**config.mk**
```make
export PLATFORM = sky130hd
export DESIGN_NAME = reg_obs_scanner_flat
export DESIGN_NICKNAME = d
export VERILOG_FILES = /design/src/rtl/reg_obs_scanner_pkg.sv /design/src/rtl/reg_obs_scanner_if.sv /design/src/rtl/reg_obs_scanner_fifo.sv /design/src/rtl/reg_obs_scanner.sv /design/src/flat_wrapper.sv
export SDC_FILE = /design/constraint.sdc
export NUM_CORES = 1
export LEC_CHECK = 0
export ABC_AREA = 1
export CAP_MARGIN = 10
export CORE_UTILIZATION = 61
export CTS_BUF_LIST = sky130_fd_sc_hd__clkbuf_8
export DETAILED_ROUTE_END_ITERATION = 8
export GPL_TIMING_DRIVEN = 0
export MAX_ROUTING_LAYER = met4
export PLACE_DENSITY = 0.82
export SETUP_SLACK_MARGIN = 0.5
export SLEW_MARGIN = 20
export SYNTH_ARGS = -nofsm -noshare
export SYNTH_HDL_FRONTEND = slang
export SYNTH_HIERARCHICAL = 1
export SYNTH_SLANG_ARGS = --single-unit
```
**constraint.sdc**
```tcl
create_clock -name clk -period 7.51 [get_ports clk]
set_input_delay 1.502 -clock clk [delete_from_list [all_inputs] [get_ports clk]]
set_output_delay 1.502 -clock clk [all_outputs]
set_load 0.03 [all_outputs]
```
**src/rtl/reg_obs_scanner_pkg.sv**
```systemverilog
// ============================================================================
// reg_obs_scanner_pkg : shared widths and scanner FSM state encodings
// Revision: 1.0
// ============================================================================
`default_nettype none

package reg_obs_scanner_pkg;

   localparam int c_reg_idx_w_def = 5;
   localparam int c_data_w_def    = 32;

   typedef enum logic [2:0] {
      OBS_IDLE   = 3'd0,
      OBS_SETTLE = 3'd1,
      OBS_SAMPLE = 3'd2,
      OBS_DRAIN  = 3'd3,
      OBS_DONE   = 3'd4
   } obs_state_e;

endpackage

`default_nettype wire

```
**src/rtl/reg_obs_scanner_if.sv**
```systemverilog
// ============================================================================
// reg_obs_scanner_if : register-observation select/data plus output stream
// Revision: 1.0
// ============================================================================
`default_nettype none

interface reg_obs_scanner_if
   import reg_obs_scanner_pkg::*;
#(
   parameter int SEL_W  = c_reg_idx_w_def,
   parameter int DATA_W = c_data_w_def
);
   logic              start;
   logic              busy;
   logic              done;
   logic [SEL_W-1:0]  reg_obs_sel;
   logic [DATA_W-1:0] reg_obs_data;
   logic              out_valid;
   logic              out_ready;
   logic [SEL_W-1:0]  out_idx;
   logic [DATA_W-1:0] out_data;

   modport master (
      input  start, reg_obs_data, out_ready,
      output busy, done, reg_obs_sel, out_valid, out_idx, out_data
   );

   modport slave (
      output start, reg_obs_data, out_ready,
      input  busy, done, reg_obs_sel, out_valid, out_idx, out_data
   );
endinterface

`default_nettype wire

```
**src/rtl/reg_obs_scanner_fifo.sv**
```systemverilog
// ============================================================================
// obs_fifo : show-ahead FIFO holding captured {index, data} pairs
// Revision: 1.0
// ============================================================================
`default_nettype none

module obs_fifo
   import reg_obs_scanner_pkg::*;
#(
   parameter int WIDTH = c_reg_idx_w_def + c_data_w_def,
   parameter int DEPTH = 4
) (
   input  wire logic             clk,
   input  wire logic             rst_n,
   input  wire logic             push_i,
   input  wire logic [WIDTH-1:0] data_i,
   input  wire logic             pop_i,
   output logic      [WIDTH-1:0] data_o,
   output logic                  full_o,
   output logic                  empty_o
);
   localparam int c_aw = $clog2(DEPTH);

   // Pointers carry one extra wrap bit to tell full from empty.
   logic [c_aw:0]      wr_q, rd_q;
   logic [WIDTH-1:0]   mem_q [DEPTH];
   logic               do_push, do_pop;

   assign empty_o = (wr_q == rd_q);
   assign full_o  = (wr_q[c_aw] != rd_q[c_aw]) &&
                    (wr_q[c_aw-1:0] == rd_q[c_aw-1:0]);
   assign do_push = push_i && !full_o;
   assign do_pop  = pop_i && !empty_o;

   always_ff @(posedge clk or negedge rst_n) begin
      if (!rst_n) begin
         wr_q <= '0;
         rd_q <= '0;
      end else begin
         if (do_push) wr_q <= wr_q + 1'b1;
         if (do_pop)  rd_q <= rd_q + 1'b1;
      end
   end

   always_ff @(posedge clk) begin
      if (do_push) mem_q[wr_q[c_aw-1:0]] <= data_i;
   end

   // An empty FIFO presents zeros so the head reads clean out of reset.
   assign data_o = empty_o ? '0 : mem_q[rd_q[c_aw-1:0]];

endmodule

`default_nettype wire

```
**src/rtl/reg_obs_scanner.sv**
```systemverilog
// ============================================================================
// reg_obs_scanner : sweeps cpu_top observed registers and streams the samples
// Revision: 1.0
// ============================================================================
`default_nettype none

module reg_obs_scanner
   import reg_obs_scanner_pkg::*;
#(
   parameter int NUM_REGS   = 32,
   parameter int SEL_W      = c_reg_idx_w_def,
   parameter int DATA_W     = c_data_w_def,
   parameter int SETTLE     = 1,
   parameter int FIFO_DEPTH = 4
) (
   input  wire logic        clk,
   input  wire logic        rst_n,
   reg_obs_scanner_if.master bus
);
   localparam int               c_cnt_w  = (SETTLE < 1) ? 1 : $clog2(SETTLE + 1);
   localparam logic [SEL_W-1:0] c_last   = SEL_W'(NUM_REGS - 1);
   localparam logic [c_cnt_w-1:0] c_settle = c_cnt_w'(SETTLE);
   localparam obs_state_e       c_after_sel = (SETTLE > 0) ? OBS_SETTLE : OBS_SAMPLE;

   obs_state_e           state_q, state_d;
   logic [SEL_W-1:0]     sel_q, sel_d;
   logic [c_cnt_w-1:0]   cnt_q, cnt_d;
   logic                 push, pop, full, empty;
   logic [SEL_W+DATA_W-1:0] head;

   always_ff @(posedge clk or negedge rst_n) begin
      if (!rst_n) begin
         state_q <= OBS_IDLE;
         sel_q   <= '0;
         cnt_q   <= '0;
      end else begin
         state_q <= state_d;
         sel_q   <= sel_d;
         cnt_q   <= cnt_d;
      end
   end

   always_comb begin
      state_d = state_q;
      sel_d   = sel_q;
      cnt_d   = cnt_q;
      push    = 1'b0;
      case (state_q)
         OBS_IDLE: begin
            if (bus.start) begin
               sel_d   = '0;
               cnt_d   = c_settle;
               state_d = c_after_sel;
            end
         end
         OBS_SETTLE: begin
            cnt_d = cnt_q - 1'b1;
            if (cnt_q <= c_cnt_w'(1)) state_d = OBS_SAMPLE;
         end
         OBS_SAMPLE: begin
            // Full is judged before any same-cycle pop, so a stall lasts one extra cycle.
            if (!full) begin
               push = 1'b1;
               if (sel_q == c_last) begin
                  state_d = OBS_DRAIN;
               end else begin
                  sel_d   = sel_q + 1'b1;
                  cnt_d   = c_settle;
                  state_d = c_after_sel;
               end
            end
         end
         OBS_DRAIN: begin
            if (empty) state_d = OBS_DONE;
         end
         OBS_DONE: begin
            sel_d   = '0;
            state_d = OBS_IDLE;
         end
         default: state_d = OBS_IDLE;
      endcase
   end

   obs_fifo #(
      .WIDTH (SEL_W + DATA_W),
      .DEPTH (FIFO_DEPTH)
   ) u_fifo (
      .clk     (clk),
      .rst_n   (rst_n),
      .push_i  (push),
      .data_i  ({sel_q, bus.reg_obs_data}),
      .pop_i   (pop),
      .data_o  (head),
      .full_o  (full),
      .empty_o (empty)
   );

   assign pop                        = bus.out_valid && bus.out_ready;
   assign bus.out_valid              = !empty;
   assign {bus.out_idx, bus.out_data} = head;
   assign bus.reg_obs_sel            = sel_q;
   assign bus.busy                   = (state_q != OBS_IDLE);
   assign bus.done                   = (state_q == OBS_DONE);

endmodule

`default_nettype wire

```
**src/flat_wrapper.sv**
```systemverilog
// flat-port wrapper written by rule: the top's interface ports become plain ports
module reg_obs_scanner_flat import reg_obs_scanner_pkg::*;
#(
   parameter int NUM_REGS   = 32,
   parameter int SEL_W      = c_reg_idx_w_def,
   parameter int DATA_W     = c_data_w_def,
   parameter int SETTLE     = 1,
   parameter int FIFO_DEPTH = 4
)
  (clk, rst_n, bus_start, bus_reg_obs_data, bus_out_ready, bus_busy, bus_done, bus_reg_obs_sel, bus_out_valid, bus_out_idx, bus_out_data);
  reg_obs_scanner_if #(.SEL_W(SEL_W), .DATA_W(DATA_W)) bus_i ();
  input  wire logic clk;
  input  wire logic rst_n;
  input wire logic [$bits(bus_i.start)-1:0] bus_start;
  input wire logic [$bits(bus_i.reg_obs_data)-1:0] bus_reg_obs_data;
  input wire logic [$bits(bus_i.out_ready)-1:0] bus_out_ready;
  output wire logic [$bits(bus_i.busy)-1:0] bus_busy;
  output wire logic [$bits(bus_i.done)-1:0] bus_done;
  output wire logic [$bits(bus_i.reg_obs_sel)-1:0] bus_reg_obs_sel;
  output wire logic [$bits(bus_i.out_valid)-1:0] bus_out_valid;
  output wire logic [$bits(bus_i.out_idx)-1:0] bus_out_idx;
  output wire logic [$bits(bus_i.out_data)-1:0] bus_out_data;
  assign bus_i.start = bus_start;
  assign bus_i.reg_obs_data = bus_reg_obs_data;
  assign bus_i.out_ready = bus_out_ready;
  assign bus_busy = bus_i.busy;
  assign bus_done = bus_i.done;
  assign bus_reg_obs_sel = bus_i.reg_obs_sel;
  assign bus_out_valid = bus_i.out_valid;
  assign bus_out_idx = bus_i.out_idx;
  assign bus_out_data = bus_i.out_data;
  reg_obs_scanner #(.NUM_REGS(NUM_REGS), .SEL_W(SEL_W), .DATA_W(DATA_W), .SETTLE(SETTLE), .FIFO_DEPTH(FIFO_DEPTH)) u_core (.clk(clk), .rst_n(rst_n), .bus(bus_i));
endmodule
```
### Word level (Yosys, flattened, before mapping)

Memories as Yosys holds them, arrays and structs flattened.
Index checks and enable logic that the tools add are counted.

| word-level totals | value |
|---|---|
| flip-flop bits (word level) | 15 |
| memory bits (writable) | 148 |
| bits of input ports | 36 |
| logic and storage cells | 56 |
| memories kept | 1 |

Memory list:

| name | depth | width | rd ports | clocked after memory_dff | write ports | RTL line | source |
|---|---|---|---|---|---|---|---|
| u_core.u_fifo.mem_q | 4 | 37 | 1 | 0 | 1 | reg_obs_scanner_fifo.sv:26 | `logic [WIDTH-1:0] mem_q [DEPTH];` |

| operators by class | value |
|---|---|
| $add $sub $neg | 4 |
| magnitude comparators | 1 |
| equal/unequal tests | 13 |
| multiplexer cells | 19 |
| reductions and logical operators | 13 |

Operators with widths:

| cell | count |
|---|---|
| 37-bit 2-to-1 mux | 1 |
| 5-bit 2-to-1 mux | 3 |
| 5-bit one-hot mux with 3 select lines | 1 |
| 3-bit 2-to-1 mux | 4 |
| 3-bit one-hot mux with 4 select lines | 1 |
| 4-bit AND reduction | 3 |
| 3-bit nonzero test | 3 |
| 1-bit 2-to-1 mux | 7 |
| 3-bit by 1-bit adder with 3-bit output, second input constant | 2 |
| 3-bit by 2-bit equality test with 1-bit output, second input constant | 2 |
| 2-bit != test, second input constant | 3 |
| 5-bit by 1-bit adder with 5-bit output, second input constant | 1 |
| 5-bit equality test, second input constant | 1 |
| 1-bit logical AND | 4 |
| 2-bit by 1-bit != test with 1-bit output, second input constant | 2 |
| 3-bit by 1-bit equality test with 1-bit output, second input constant | 1 |
| 3-bit equality test | 1 |
| 3-bit equality test, second input constant | 1 |
| 3-bit logical NOT | 1 |
| 1-bit one-hot mux with 3 select lines | 1 |
| 2-bit equality test | 1 |
| 1-bit logical NOT | 2 |
| 2-bit 2-to-1 mux | 1 |
| 1-bit <= comparator, second input constant | 1 |
| other kinds (2) | 2 |

### Longest topological paths before layout

Gate-level depths: netlist of the first run.

| depth | value |
|---|---|
| depth after elaboration | 7 |
| gate-level depth with buffers | 12 |
| mapped depth without buffers | 11 |

### Modules after synthesis

The synthesis of the first run kept the hierarchy.

By module, submodules not included:

| module | instances | cells an instance | area each (um2) | sequential area each (um2) |
|---|---|---|---|---|
| obs_fifo | 1 | 536 | 6,322.3 | 4,594.4 |
| reg_obs_scanner | 1 | 78 | 539.3 | 200.2 |

### Worst setup path before layout of the first run

OpenSTA, ideal clock, no wires.

| path | value |
|---|---|
| path type | register to register |
| from | register u_core.u_fifo.rd_q[0] |
| to | memory u_core/u_fifo/mem_q[0][0] in the netlist's numbering (enable) |
| setup time | 0.431 ns |
| arrival | 2.810 ns |
| data required time | 7.079 ns |
| path slack | 4.269 ns |
| stages on the path, launching flop included | 10 |
| path buffers | 1 |
| period minus slack after synthesis | 3.241 ns |
| cells stage by stage | dfrtp_1 -> inv_2 -> buf_6 -> nand2_2 -> nand2_2 -> nand3_2 -> inv_1 -> nor2_1 -> nand2_2 -> nor2_1 |

| on the way | value |
|---|---|
| cells in the longest elaborated chain, start to end | 7 |
| elaborated cells between the ends (all ways) | 8 |

RTL lines:

| what | RTL line | source |
|---|---|---|
| from (decl) | reg_obs_scanner_fifo.sv:25 | `logic [c_aw:0] wr_q, rd_q;` |
| from (signal assigned) | reg_obs_scanner_fifo.sv:41 | `if (do_pop) rd_q <= rd_q + 1'b1;` |
| 2-bit equality test | reg_obs_scanner_fifo.sv:31 | `(wr_q[c_aw-1:0] == rd_q[c_aw-1:0]);` |
| 1-bit logical AND | reg_obs_scanner_fifo.sv:30 | `assign full_o = (wr_q[c_aw] != rd_q[c_aw]) &&` |
| via u_core.full | reg_obs_scanner.sv:28 | `logic push, pop, full, empty;` |
| 1-bit 2-to-1 mux | reg_obs_scanner.sv:62 | `if (!full) begin` |
| 1-bit 2-to-1 mux | reg_obs_scanner.sv:48 | `case (state_q)` |
| via u_core.push | reg_obs_scanner.sv:28 |  |
| 1-bit logical AND | reg_obs_scanner_fifo.sv:32 | `assign do_push = push_i && !full_o;` |
| 1-bit 2-to-1 mux | reg_obs_scanner_fifo.sv:46 | `if (do_push) mem_q[wr_q[c_aw-1:0]] <= data_i;` |
| 1-bit 2-to-1 mux (not written as such) | reg_obs_scanner_fifo.sv:46 |  |
| to (decl) | reg_obs_scanner_fifo.sv:26 |  |

The timed path passes the listed nets, and every way through them passes these cells.

### Final worst setup path of the first run

| path | value |
|---|---|
| from | register u_core.u_fifo.rd_q[0] |
| to | output bus_out_idx[1] |

| on the way | value |
|---|---|
| cells in the longest elaborated chain, start to end | 2 |
| elaborated cells between the ends (all ways) | 3 |

RTL lines:

| what | RTL line | source |
|---|---|---|
| memory read 4 x 37 bit or 3-bit equality test (tied branches) | - |  |
| 37-bit 2-to-1 mux (*) | reg_obs_scanner_fifo.sv:50 | `assign data_o = empty_o ? '0 : mem_q[rd_q[c_aw-1:0]];` |
| to (decl) | flat_wrapper.sv:21 | `output wire logic [$bits(bus_i.out_idx)-1:0] bus_out_idx;` |

Mark *: on every way between the ends. The rest lies on a longest branch, timed or not.

==> run summary, run 1 <==
# fillers -> 674
M1 WL -> 5.73 mm
# rows -> 38
DR WL met2 -> 7.70 mm
Top FF cell, synth -> edfxtp_1
CTS buffer count -> 17
initial core utilization -> 63.0%
Post-CTS Hold Fix Bufs -> 0
Die Wd -> 108 microns
Rel. slew slack -> 46.6%
worst r2r path cells -> 10
Post-synth EDFFs -> 148
drt drc -> 0
Iteration-0 DRC Markers -> 516
layout cells sized above 1 -> 10.1%
Critical Path End Type -> output port
Critical Path RT -> 6.01 ns
library cells used by synthesis -> 25
Pwr Density -> 429 nW/um^2
GRT Resource Usage Total -> 27.4%
Post-Synth XOR/XNOR Area -> 0.128%
P&R area growth vs syn -> 22.2%
mux cell area share after synthesis -> 0%
kind of critical path -> flop to output port
asr flop ratio synth -> 8.64%
RSZ-0062 raised after global routing -> no
Post-Syn Area -> 6860 sq um
Worst VDD drop -> 0.000281 V
Initial DRT Pass Iterations -> 5
routed via count -> 4833
H-tree depth -> 4
Root Driver -> clkbuf_8
met3 wire len -> 889 microns
Ant. Diodes -> 0
worst-case clock skew -> 0.0136 ns
number of global-route vias before repair -> 4787
Setup WS post-layout -> 3.44 ns
status -> finished clean
largest net degree at the start of global routing -> 23
Yosys top cell by area -> edfxtp_1
Yosys top cell area share -> 64.8%
Routability Congestion -> 0.769
WHS Path Cells -> 2
register area share after synthesis -> 69.9%
DP Wirelength -> 9.35 mm
first-pass GRT wire length -> 22.5 mm
Die ar. -> 11700 sq um
Final Slew Violations -> 0
Synth area leaders -> edfxtp_1, nor2_1, o21ai_0
crit path DAT -> 2.57 ns
Setup violations, final -> 0
Worst Hold Class -> flop to flop
I/O pin count -> 81
most frequent cell after synthesis -> edfxtp_1
Pleak -> 3.30 nW
postcts setup bufs -> 0
TNS Setup -> 0 ns
Compound-Gate Fraction of Synth Area -> 8.24%
clk buf depth -> 2
core area -> 10900 sq um
pre-CTS setup slack -> 3.94 ns
simple-gate area share of the yosys netlist -> 14.5%
syn avg cell area -> 11.2 sq um
YS warnings -> 6
Nets -> 761
r2r startpoint -> u_core/u_fifo/rd_q[0]
Wirelength per Cell -> 16.7 microns
grt total ovfl -> 0
f_max -> 246 MHz
uppermost routed layer -> met4
total detailed-routing wirelength -> 14.6 mm
largest family of logic cells by synthesized area -> simple AND/OR/NAND/NOR gates
Worst setup SP type -> flop
post-route ant nets -> 0
Worst R2R End -> u_core/u_fifo/mem_q[1][3]
Avg Vias per Cell -> 5.55
CP Max Fanout -> 10
Post-synth top cells -> edfxtp_1, nor2_1, o21ai_0, nand2_1, inv_1
TritonCTS clock tree -> yes
worst-margin pin slew -> 0.798 ns
adder-cell area share of the yosys netlist -> 1.28%
Synth Register Bits -> 162
post-synth net total -> 657
Hold Fails Final Rpt -> 0
Synth Instances -> 614
hold path endpoint -> u_core/u_fifo/wr_q[1]
# resized after CTS -> 0
Tot Pwr -> 0.00360 W
Tcrit/Tclk final -> 54.2%
Die Y -> 108 microns
hold path start -> u_core/u_fifo/wr_q[1]
Clock Latency Late Sink -> 0.45 ns
input/output buffers -> 80
max cap viols -> 0
initial antenna violation count -> 0
clock sinks -> 162
Worst-path clk slew -> 0.09 ns
worst reg-to-reg setup slack -> 4.77 ns
fin crit period -> 4.07 ns
-- power by group --
group / total [W] / internal (W) / switching [W]
Clock: 0.000633 / 0.000325 / 0.000308
Combinational: 0.00179 / 0.000643 / 0.00115
Sequential: 0.00117 / 0.00111 / 0.0000639
Total: 0.00360 / 0.00208 / 0.00152
-- critical path, cell delays in order, from the launching register on --
cell,delay (ns)
dfrtp_1,0.47
inv_2,0.12
clkbuf_1,0.44
o21ai_0,0.19
o21ai_0,0.11
nand2_1,0.08
inv_1,0.06
clkdlybuf4s50_1,0.65
-- worst max path at each step --
stage	slack, ns	startpoint	end	cells after the start
after floorplan	4.27	u_core/u_fifo/rd_q[0]	u_core/u_fifo/mem_q[0][0]	9
final	3.44	u_core/u_fifo/rd_q[0]	bus_out_idx[1]	7
after detailed placement	3.94	u_core/u_fifo/rd_q[0]	bus_out_data[23]	8
after CTS	3.43	u_core/u_fifo/rd_q[0]	bus_out_data[27]	8
after global placement	2.97	u_core/u_fifo/rd_q[0]	u_core/u_fifo/mem_q[1][4]	9
after global routing	3.30	u_core/u_fifo/rd_q[0]	bus_out_data[15]	8
-- state kept, by name (all words and copies together), names as in the netlist --
register and flops:
u_core/bus.reg_obs_sel 5, u_core/state_q 3, u_core/u_fifo/mem_q 148, u_core/u_fifo/rd_q 3
u_core/u_fifo/wr_q 3
-- stage by stage --
stage / utilization, % / cell area [sq um] / hold slack, ns / std cells
3_3_place_gp: 72.0 / 7840 / 0.498 / 834
4_1_cts: 77.0 / 8390 / 0.572 / 871
6_report: 77.0 / 8390 / 0.569 / 871
2_1_floorplan: - / 6860 / 0.484 / 614
5_1_grt: 77.0 / 8390 / 0.605 / 871
3_5_place_dp: 73.3 / 7990 / 0.553 / 839
-- cell type report --
| type | instances | area (sq um) | area share, % |
|---|---|---|---|
| Multi-Input combinational cell | 362 | 1680 | 20.0 |
| Buffer | 28 | 176 | 2.10 |
| Clock inverter | 15 | 168 | 2.00 |
| Clock buffer | 17 | 234 | 2.79 |
| Timing Repair Buffer | 85 | 926 | 11.0 |
| Sequential cell | 162 | 4790 | 57.2 |
| Tap cell | 140 | 175 | 2.09 |
| Inverter | 62 | 233 | 2.77 |
-- per-layer routing --
layer	track usage, %	vias up
li1	-	2271
met1	30.9	2333
met2	46.2	203
met3	7.59	26
met4	10.7	0
met5	-	-
-- placed cells by master, fill, tap and decap left out, drive strengths merged --
cell type      synthesis  final
a21oi                  1      1
inv                   62     64
buf                   22     27
clkinv                 0      7
clkdlybuf4s50          0     80
dfrtp                 14     14
clkbuf                 6     23
bufinv                 0      3
nand3                 14     14
clkinvlp               0      3
edfxtp               148    148
o21ai                112    112
nand2                 94     94
xor2                   1      1
ha                     7      7
nor2                 131    131
nor3                   1      1
nand4                  1      1
-- logic make-up after synthesis --
kind of cell	after synthesis
fa+ha+maj	7
xor+xnor	1
compound gates	113
flops	162
simple gates	241
buf+inv	90
(Power assumes the default switching activity.)
==> inputs of run 2 (changes only) <==
--- a/config.mk
+++ b/config.mk
@@ -7,12 +7,12 @@
 export LEC_CHECK = 0
 export ABC_AREA = 1
 export CAP_MARGIN = 10
-export CORE_UTILIZATION = 61
+export CORE_UTILIZATION = 58
 export CTS_BUF_LIST = sky130_fd_sc_hd__clkbuf_8
 export DETAILED_ROUTE_END_ITERATION = 8
 export GPL_TIMING_DRIVEN = 0
 export MAX_ROUTING_LAYER = met4
-export PLACE_DENSITY = 0.82
+export PLACE_DENSITY = 0.78
 export SETUP_SLACK_MARGIN = 0.5
 export SLEW_MARGIN = 20
 export SYNTH_ARGS = -nofsm -noshare
==> constraint.sdc (replaced) <==
create_clock -name clk -period 4.04 [get_ports clk]
set_input_delay 0.808 -clock clk [delete_from_list [all_inputs] [get_ports clk]]
set_output_delay 0.808 -clock clk [all_outputs]
set_load 0.03 [all_outputs]
==> run 2 against run 1 <==
Against the previous run:
- hold slack about the same
- count of clock-buffer cells in the layout up 2
- design area up 1.2%
- clock power up 110%
- sequential share of layout area down 0.66 points
- largest cell class unchanged
==> run summary, run 2 (same netlist as run 1, synthesis figures left out) <==
CP Max Fanout -> 10 (unchanged)
Initial DRT Pass Iterations -> 5 (unchanged)
Worst setup SP type -> flop
worst-margin pin slew -> 0.825 ns (+0.0268 ns)
input/output buffers -> 80 (unchanged)
# resized after CTS -> 0 (unchanged)
Routability Congestion -> 0.746 (-3.0%)
register area -> 4790 sq um (unchanged)
worst-case clock skew -> 0.0110 ns (-0.00262 ns)
TNS Setup -> 0 ns (unchanged)
Iteration-0 DRC Markers -> 404 (-22%)
P&R area growth vs syn -> 23.7%
# rows -> 39 (+2.6%)
status -> finished clean
most frequent cells in the layout -> edfxtp_1, nor2_1, o21ai_0, nand2_1, clkdlybuf4s50_1
Hold Fails Final Rpt -> 0 (unchanged)
clk buf depth -> 2 (unchanged)
post-route ant nets -> 0 (unchanged)
first-pass GRT wire length -> 23.8 mm (+5.9%)
Tot Pwr -> 0.00687 W (+91%)
# fillers -> 772 (+15%)
Worst-path clk slew -> 0.08 ns (about the same)
Die Y -> 111 microns (+2.5%)
drt drc -> 0 (unchanged)
Wirelength per Cell -> 17.3 microns (+3.7%)
grt total ovfl -> 0 (unchanged)
CTS buffer count -> 17 (unchanged)
layout cells sized above 1 -> 10.2% (+0.12 points)
TritonCTS clock tree -> yes
total detailed-routing wirelength -> 15.2 mm (+4.1%)
Final Slew Violations -> 0 (unchanged)
Die Wd -> 111 microns (+2.5%)
Util after Layout -> 74.0% (-3.0 points)
clock sinks -> 162 (unchanged)
Tcrit/Tclk final -> 85.5%
Root Driver -> clkbuf_8
crit path DAT -> 2.65 ns (+0.08 ns)
Rel. slew slack -> 44.9% (-1.8 points)
postcts setup bufs -> 0 (unchanged)
Post-CTS Hold Fix Bufs -> 0 (unchanged)
core area -> 11500 sq um (+5.3%)
initial antenna violation count -> 0 (unchanged)
routed via count -> 4856 (+0.48%)
DP Wirelength -> 9.40 mm (+0.59%)
Setup violations, final -> 0 (unchanged)
Pwr Density -> 810 nW/um^2 (+89%)
Worst Hold Class -> flop to flop
Critical Path End Type -> output port
I/O pin count -> 81 (unchanged)
f_max -> 289 MHz
Nets -> 762 (+0.13%)
commonest non-fill, non-tap cell in the layout -> edfxtp_1
Avg Vias per Cell -> 5.55 (about the same)
Worst VDD drop -> 0.000478 V (+70%)
RSZ-0062 raised after global routing -> no
GRT Resource Usage Total -> 26.3% (-1.1 points)
number of global-route vias before repair -> 4816 (+0.61%)
max reg flops -> 148 (unchanged)
Clock Latency Late Sink -> 0.44 ns (about the same)
Pleak -> 3.38 nW (+2.5%)
kind of critical path -> flop to output port
fin crit period -> 3.46 ns
Ant. Diodes -> 0 (unchanged)
Die ar. -> 12300 sq um (+5.1%)
multi-input logic area -> 1680 sq um (unchanged)
Critical Path RT -> 3.23 ns (-2.78 ns)
initial core utilization -> 59.8% (-3.2 points)
H-tree depth -> 4 (unchanged)
largest net degree at the start of global routing -> 27 (+17%)
max cap viols -> 0 (unchanged)
## run 2: area by class of cell
class / instances / area share [%]
sequential: 162 / 56.5
timing repair buffer: 86 / 11.4
multi-input combinational: 362 / 19.8
tap: 143 / 2.11
buffer: 28 / 2.08
clock inverter: 13 / 2.29
clock buffer: 19 / 3.08
inverter: 62 / 2.74
## run 2: final timing paths
kind | startpoint | end | slack, ns | cells past startpoint
hold / removal | u_core/u_fifo/wr_q[2] | u_core/u_fifo/wr_q[2] | 0.57 | 2
setup / recovery | u_core/u_fifo/rd_q[0] | bus_out_data[15] | 0.58 | 8
setup reg to reg | u_core/u_fifo/rd_q[0] | u_core/u_fifo/mem_q[2][13] | 1.20 | 10
max in group asynchronous | rst_n | u_core/u_fifo/rd_q[2] | 2.78 | 1
hold reg to reg | u_core/u_fifo/wr_q[2] | u_core/u_fifo/wr_q[2] | 0.57 | 2
min in group asynchronous | rst_n | u_core/bus.reg_obs_sel[0] | 0.79 | 1
## run 2: where the power goes
group          internal, W  total [W]  switching (W)
Sequential         0.00206    0.00218       0.000117
Clock             0.000760    0.00132       0.000561
Combinational      0.00121    0.00337        0.00216
Total              0.00403    0.00687        0.00284
## run 2: worst max-delay path: stages, from the launching register on
cell	delay, ns
dfrtp_1	0.49
inv_2	0.14
buf_6	0.16
buf_2	0.25
nor2_1	0.08
o21ai_0	0.28
nand2_1	0.09
inv_1	0.07
clkdlybuf4s50_1	0.66
## run 2: metal layers
layer / wire length [microns] / global-route usage [%] / share of wire, %
met1: 6000 / 30.9 / 40
met2: 7920 / 45.3 / 52
met3: 938 / 4.81 / 6.2
met4: 297 / 9.78 / 2.0
met5: 0 / - / 0
## run 2: per-stage QoR
step	instance area (sq um)	hold WS, ns	std cells	setup WS (ns)
floorplan	6860	0.484	614	0.799
global placement	7840	0.500	837	-0.527
detailed placement	8020	0.542	843	1.14
CTS	8480	0.569	875	0.570
global route	8480	0.623	875	0.520
finish	8480	0.568	875	0.585
==> inputs of run 3 (changes only) <==
--- a/config.mk
+++ b/config.mk
@@ -14,6 +14,7 @@
 export MAX_ROUTING_LAYER = met4
 export PLACE_DENSITY = 0.78
 export SETUP_SLACK_MARGIN = 0.5
+export SKIP_CTS_REPAIR_TIMING = 1
 export SLEW_MARGIN = 20
 export SYNTH_ARGS = -nofsm -noshare
 export SYNTH_HDL_FRONTEND = slang
==> results of run 3 <==
Same layout as run 2: the final DEF is identical, and so are final timing and power.
